--- src/rtl/mem_bus_arbiter.sv ---
// mem_bus_arbiter: round-robin sharing of the C2 memory bus between NREQ line-level requesters.
// Write lines go out as BEATS consecutive beats; read beats are gathered back into one line.
module mem_bus_arbiter #(
    parameter int NREQ    = 2,
    parameter int ADDR_W  = 16,
    parameter int DATA_W  = 16,
    parameter int LINE_W  = 64,
    parameter int TIMEOUT = 255
) (
    input  logic                     clk,
    input  logic                     reset,
    input  logic [NREQ-1:0]          req,
    input  logic [NREQ-1:0]          req_we,
    input  logic [NREQ*ADDR_W-1:0]   req_addr,
    input  logic [NREQ*LINE_W-1:0]   req_wline,
    output logic [NREQ-1:0]          ack,
    output logic                     done,
    output logic [$clog2(NREQ)-1:0]  done_id,
    output logic                     err,
    output logic [LINE_W-1:0]        rline,
    output logic                     busy,
    output logic [ADDR_W-1:0]        mem_addr,
    output logic [1:0]               mem_cmd_out,
    output logic [DATA_W-1:0]        mem_data_out,
    output logic                     mem_drive,
    input  logic [1:0]               mem_cmd_in,
    input  logic [DATA_W-1:0]        mem_data_in
);
    localparam int BEATS = LINE_W / DATA_W;
    localparam int IW    = $clog2(NREQ);
    localparam int BW    = BEATS > 1 ? $clog2(BEATS) : 1;
    localparam int CW    = $clog2(TIMEOUT + 1);

    localparam logic [1:0] C2_NOP        = 2'd0;
    localparam logic [1:0] C2_RESPONSE   = 2'd1;
    localparam logic [1:0] C2_READ_LINE  = 2'd2;
    localparam logic [1:0] C2_WRITE_LINE = 2'd3;

    localparam logic [2:0] S_IDLE     = 3'd0;
    localparam logic [2:0] S_WRITE    = 3'd1;
    localparam logic [2:0] S_RD_CMD   = 3'd2;
    localparam logic [2:0] S_RD_WAIT  = 3'd3;
    localparam logic [2:0] S_RD_BEATS = 3'd4;
    localparam logic [2:0] S_GAP      = 3'd5;

    logic [2:0]        state_q, state_d;
    logic [IW-1:0]     rr_q, rr_d, id_q, id_d, done_id_q, done_id_d, gnt;
    logic              we_q, we_d, err_q, err_d, found, last;
    logic [ADDR_W-1:0] addr_q, addr_d;
    logic [LINE_W-1:0] wline_q, wline_d, line_q, line_d, rline_q, rline_d, line_cap;
    logic [BW-1:0]     beat_q, beat_d;
    logic [CW-1:0]     cnt_q, cnt_d;

    // Scan downwards so the requester closest to rr_q is the one left standing.
    always_comb begin
        gnt   = '0;
        found = 1'b0;
        for (int o = NREQ - 1; o >= 0; o--) begin
            if (req[(int'(rr_q) + o) % NREQ]) begin
                gnt   = IW'((int'(rr_q) + o) % NREQ);
                found = 1'b1;
            end
        end
    end

    always_comb begin
        state_d   = state_q;
        rr_d      = rr_q;
        id_d      = id_q;
        we_d      = we_q;
        addr_d    = addr_q;
        wline_d   = wline_q;
        line_d    = line_q;
        beat_d    = beat_q;
        cnt_d     = cnt_q;
        done_id_d = done_id_q;
        err_d     = err_q;
        rline_d   = rline_q;
        line_cap  = line_q;
        line_cap[beat_q*DATA_W +: DATA_W] = mem_data_in;
        last      = beat_q == BW'(BEATS - 1);
        case (state_q)
            S_IDLE: if (found) begin
                state_d = req_we[gnt] ? S_WRITE : S_RD_CMD;
                rr_d    = IW'((int'(gnt) + 1) % NREQ);
                id_d    = gnt;
                we_d    = req_we[gnt];
                addr_d  = req_addr[gnt*ADDR_W +: ADDR_W];
                wline_d = req_wline[gnt*LINE_W +: LINE_W];
                beat_d  = '0;
                cnt_d   = '0;
            end
            S_WRITE: begin
                beat_d = beat_q + 1'b1;
                if (last) begin
                    state_d   = S_GAP;
                    done_id_d = id_q;
                    err_d     = 1'b0;
                end
            end
            S_RD_CMD: state_d = S_RD_WAIT;
            S_RD_WAIT: if (mem_cmd_in == C2_RESPONSE) begin
                line_d  = line_cap;
                beat_d  = beat_q + 1'b1;
                state_d = last ? S_GAP : S_RD_BEATS;
                if (last) begin
                    done_id_d = id_q;
                    err_d     = 1'b0;
                    rline_d   = line_cap;
                end
            end else if (cnt_q == CW'(TIMEOUT - 1)) begin
                state_d   = S_GAP;
                done_id_d = id_q;
                err_d     = 1'b1;
                rline_d   = '0;
            end else begin
                cnt_d = cnt_q + 1'b1;
            end
            S_RD_BEATS: begin
                line_d = line_cap;
                beat_d = beat_q + 1'b1;
                if (last) begin
                    state_d   = S_GAP;
                    done_id_d = id_q;
                    err_d     = 1'b0;
                    rline_d   = line_cap;
                end
            end
            default: state_d = S_IDLE;
        endcase
    end

    always_ff @(posedge clk) begin
        if (reset) begin
            state_q   <= S_IDLE;
            rr_q      <= '0;
            id_q      <= '0;
            we_q      <= 1'b0;
            addr_q    <= '0;
            wline_q   <= '0;
            line_q    <= '0;
            beat_q    <= '0;
            cnt_q     <= '0;
            done_id_q <= '0;
            err_q     <= 1'b0;
            rline_q   <= '0;
        end else begin
            state_q   <= state_d;
            rr_q      <= rr_d;
            id_q      <= id_d;
            we_q      <= we_d;
            addr_q    <= addr_d;
            wline_q   <= wline_d;
            line_q    <= line_d;
            beat_q    <= beat_d;
            cnt_q     <= cnt_d;
            done_id_q <= done_id_d;
            err_q     <= err_d;
            rline_q   <= rline_d;
        end
    end

    // ack and done are gated by reset so a cycle that is being reset reports nothing.
    assign ack          = (state_q == S_IDLE && found && !reset) ? NREQ'(1) << gnt : '0;
    assign done         = state_q == S_GAP && !reset;
    assign busy         = state_q != S_IDLE;
    assign mem_drive    = !(state_q == S_RD_WAIT || state_q == S_RD_BEATS);
    assign mem_cmd_out  = state_q == S_WRITE ? C2_WRITE_LINE : state_q == S_RD_CMD ? C2_READ_LINE : C2_NOP;
    assign mem_data_out = state_q == S_WRITE ? wline_q[beat_q*DATA_W +: DATA_W] : '0;
    assign mem_addr     = addr_q;
    assign done_id      = done_id_q;
    assign err          = err_q;
    assign rline        = rline_q;
endmodule

--- config.mk ---
export PLATFORM = sky130hd
export DESIGN_NAME = mem_bus_arbiter
export DESIGN_NICKNAME = d
export VERILOG_FILES = /design/src/rtl/mem_bus_arbiter.sv
export SDC_FILE = /design/constraint.sdc
export NUM_CORES = 1
export LEC_CHECK = 0
export CAP_MARGIN = 20
export CORE_MARGIN = 2
export CORE_UTILIZATION = 40
export CTS_BUF_LIST = sky130_fd_sc_hd__clkbuf_16
export DETAILED_ROUTE_END_ITERATION = 7
export DONT_BUFFER_PORTS = 1
export PLACE_DENSITY = 0.51
export RECOVER_POWER = 100
export SLEW_MARGIN = 30
export SYNTH_ARGS = -nofsm -noshare
export SYNTH_HDL_FRONTEND = slang
export SYNTH_SLANG_ARGS = --single-unit
export TNS_END_PERCENT = 5
--- constraint.sdc ---
create_clock -name clk -period 8.5 [get_ports clk]
set_input_delay 0.85 -clock clk [delete_from_list [all_inputs] [get_ports clk]]
set_output_delay 0.85 -clock clk [all_outputs]
set_load 0.02 [all_outputs]
==> impl_metrics.yaml <==
global_route:
  antenna_found_initial: 0
  grt_overflow: 0
  grt.total_usage: 0.223
  grt_max_degree: 107
  grt_pass1_wl_um: 43400
  grt_pass1_vias: 7107
place:
  port_buffers: 0
  hpwl_um: 18900
  dp_cells: 1263
  place.gp.congestion: 0.805
critical_path:
  critPathLaunchType: "flop"
  required_ns: 7.65
  crit_arrival_ns: 4.86
  path_class: "reg2out"
  worst_setup_path_end_kind: "output port"
  reg2reg_slack_ns: 2.85
  crit_path_max_fanout: 58
clock_network:
  tritoncts: "yes"
  clockBufferDepth: 3
  cts_sinks: 225
  post_cts_resized: 0
  htree_levels: 1
  root_buffer: "clkbuf_16"
  post_cts_buffers: 0
  insertion_delay_ns: 0.53
  path_clk_slew_ns: 0.06
  numCtsBuffers: 26
  holdBufCountCts: 0
floorplan:
  initial_core_util: 0.406
  fp.coreArea_um2: 23400
  ios: 289
  fp.dieArea_um2: 25000
  die_x_um: 158
  die_h_um: 158
  rows: 56
yosys:
  ys.flop_type: "dfxtp_1"
  yosysWarnings: 0
  yosys-top-cells-area: "dfxtp_1, a22oi_1, nand2_1"
  netlist_instances: 1023
  ys_ff_latch: 225
  ys_types: 57
  synth.top_cell.area_share: 0.474
  synth_top_area_cell: "dfxtp_1"
  synth_area_um2: 9500
  synth_enable_flop_cells: 0
  async_flop_share: 0
  avgSynthCellArea_um2: 9.29
  seq_area_frac_synth: 0.474
  syn_nets: 1215
timing:
  final.period_utilization: 0.672
  fin_tns_setup_ns: 0
  worst_pin_slew_ns: 2.80
  rsz0062_at_grt: "false"
  fin_hold_ws_ns: 0.400
  slew-limit-headroom: -0.864
  period_needed_ns: 5.71
  slew_violations: 291
  final.setup_skew_ns: 0.0141
  fmax_mhz: 175
  setup_viol: 0
  hold_viol_final: 0
layout:
  antennaDiodeCount: 0
  final_util: 0.439
  layout.cells.non_filler: 1306
  drive_above_1_share: 0.0709
  nNetsFinal: 1164
  nFillCells: 2332
  area_growth_pct: 8.20
status:
  status: "finished with violations"
  violations: "capacitance limit, slew limit"
drt:
  num_vias: 7548
  drc: 0
  firstDrtPassIters: 5
  drt_iter0_drc: 592
  detail_route.wl_per_cell_um: 22.0
  wl_um: 28800
  via_per_inst: 5.78
  ant_nets: 0
job:
  cap_violations: 8
power:
  cellLeakagePower_uw: 0.00358
  peakVddDrop_uv: 132
  power_density_nw_per_um2: 303
worst_hold_path:
  hold_class: "in2reg"
## kinds of logic (layout without fill, tap and decap cells)
family | after synthesis | after routing | share of synthesized area
AO/OA/AOI/OAI | 336 | 336 | 0.258
XOR/XNOR | 4 | 4 | 0.00369
adder cells (fa/ha/maj) | 8 | 8 | 0.0105
buffers and inverters | 102 | 66 | 0.0513
flip-flops | 225 | 225 | 0.474
multiplexers | 19 | 19 | 0.0411
AND/OR/NAND/NOR | 329 | 329 | 0.162
## stage by stage
step	area (µm²)	setup WS, ns	total power, µW
3_3_place_gp	9580	4.45	2110
4_1_cts	10400	4.39	3160
2_1_floorplan	9500	5.83	1930
6_report	10300	2.79	3110
3_5_place_dp	9600	4.39	2120
5_1_grt	10300	2.06	3280
## synth_stat cells, types with 3 or more instances
library cell,n
dfxtp_1,225
nand2_1,137
nor2_1,102
a22oi_1,96
a211oi_1,68
o2bb2ai_1,49
a21oi_1,40
buf_2,39
clkbuf_1,39
nor2b_1,34
o21ai_0,34
a32oi_1,32
and3_1,18
mux4_2,16
inv_1,10
ha_1,8
buf_4,7
nand3_1,7
nand2b_1,5
buf_6,4
xnor2_1,4
mux2i_1,3
nand4_1,3
## final timing paths
kind	from	to	cells after the start
hold / removal	reset	done_id$_SDFFE_PP0P_	1
setup / recovery	state_q[0]$_SDFFE_PP0P_	ack[0]	5
setup reg to reg	beat_q[0]$_SDFFE_PP0P_	line_q[18]$_SDFFE_PP0P_	7
hold reg to reg	rr_q$_SDFFE_PP0N_	rr_q$_SDFFE_PP0N_	2
## area by class of cell
type	instances	area, µm²	area share
clock inverters	16	98.8	0.00961
clock buffers	27	676	0.0657
repair buffers	11	60.1	0.00584
flip-flops and latches	225	4510	0.438
inverters	12	45.0	0.00438
well taps	319	399	0.0388
multi-input cells	696	4500	0.438
## cells in the final DEF (no fill, tap or decap), drive strengths merged, types with 2 or more instances in the layout
cell type	instances
dfxtp	225
nand2	137
nor2	103
a22oi	96
a211oi	68
o2bb2ai	49
a21oi	42
o21ai	36
nor2b	34
clkbuf	34
a32oi	32
and3	18
mux4	16
inv	14
clkinv	11
ha	8
nand3	8
nand2b	5
nor3	5
xnor2	4
buf	4
mux2i	3
nand4	3
or2	3
nor3b	2
and4	2
a31oi	2
a221oi	2
clkinvlp	2
a21o	2
and2	2
nand3b	2
nor4	2
## critical path, cell delays in order (launching register included)
cell and delay [ns]:
dfxtp_1 0.30, clkbuf_1 0.58, nor3_1 0.66, nand3_1 0.21
nor2_4 0.51, clkbuf_1 2.03
## layer usage
metal	vias up	GRT usage	wire length, µm
li1	3656	-	-
met1	3586	0.309	13000
met2	260	0.341	12900
met3	46	0.0605	2160
met4	0	0.0592	734
met5	-	0	0
## power by group
group | internal (µW) | leakage (µW) | switching [µW]
Clock | 597 | 0.000392 | 439
Sequential | 1210 | 0.00183 | 157
Combinational | 257 | 0.00136 | 451
Total | 2070 | 0.00358 | 1050
## sequential cells by signal (all words and copies together) (netlist names)
name,cells
beat_q,2
id_q,1
line_q,64
mem_addr,16
err,1
cnt_q,8
rline,64
rr_q,1
done_id,1
wline_q,64
state_q,3
No activity file was read; power rests on OpenSTA's default activity.
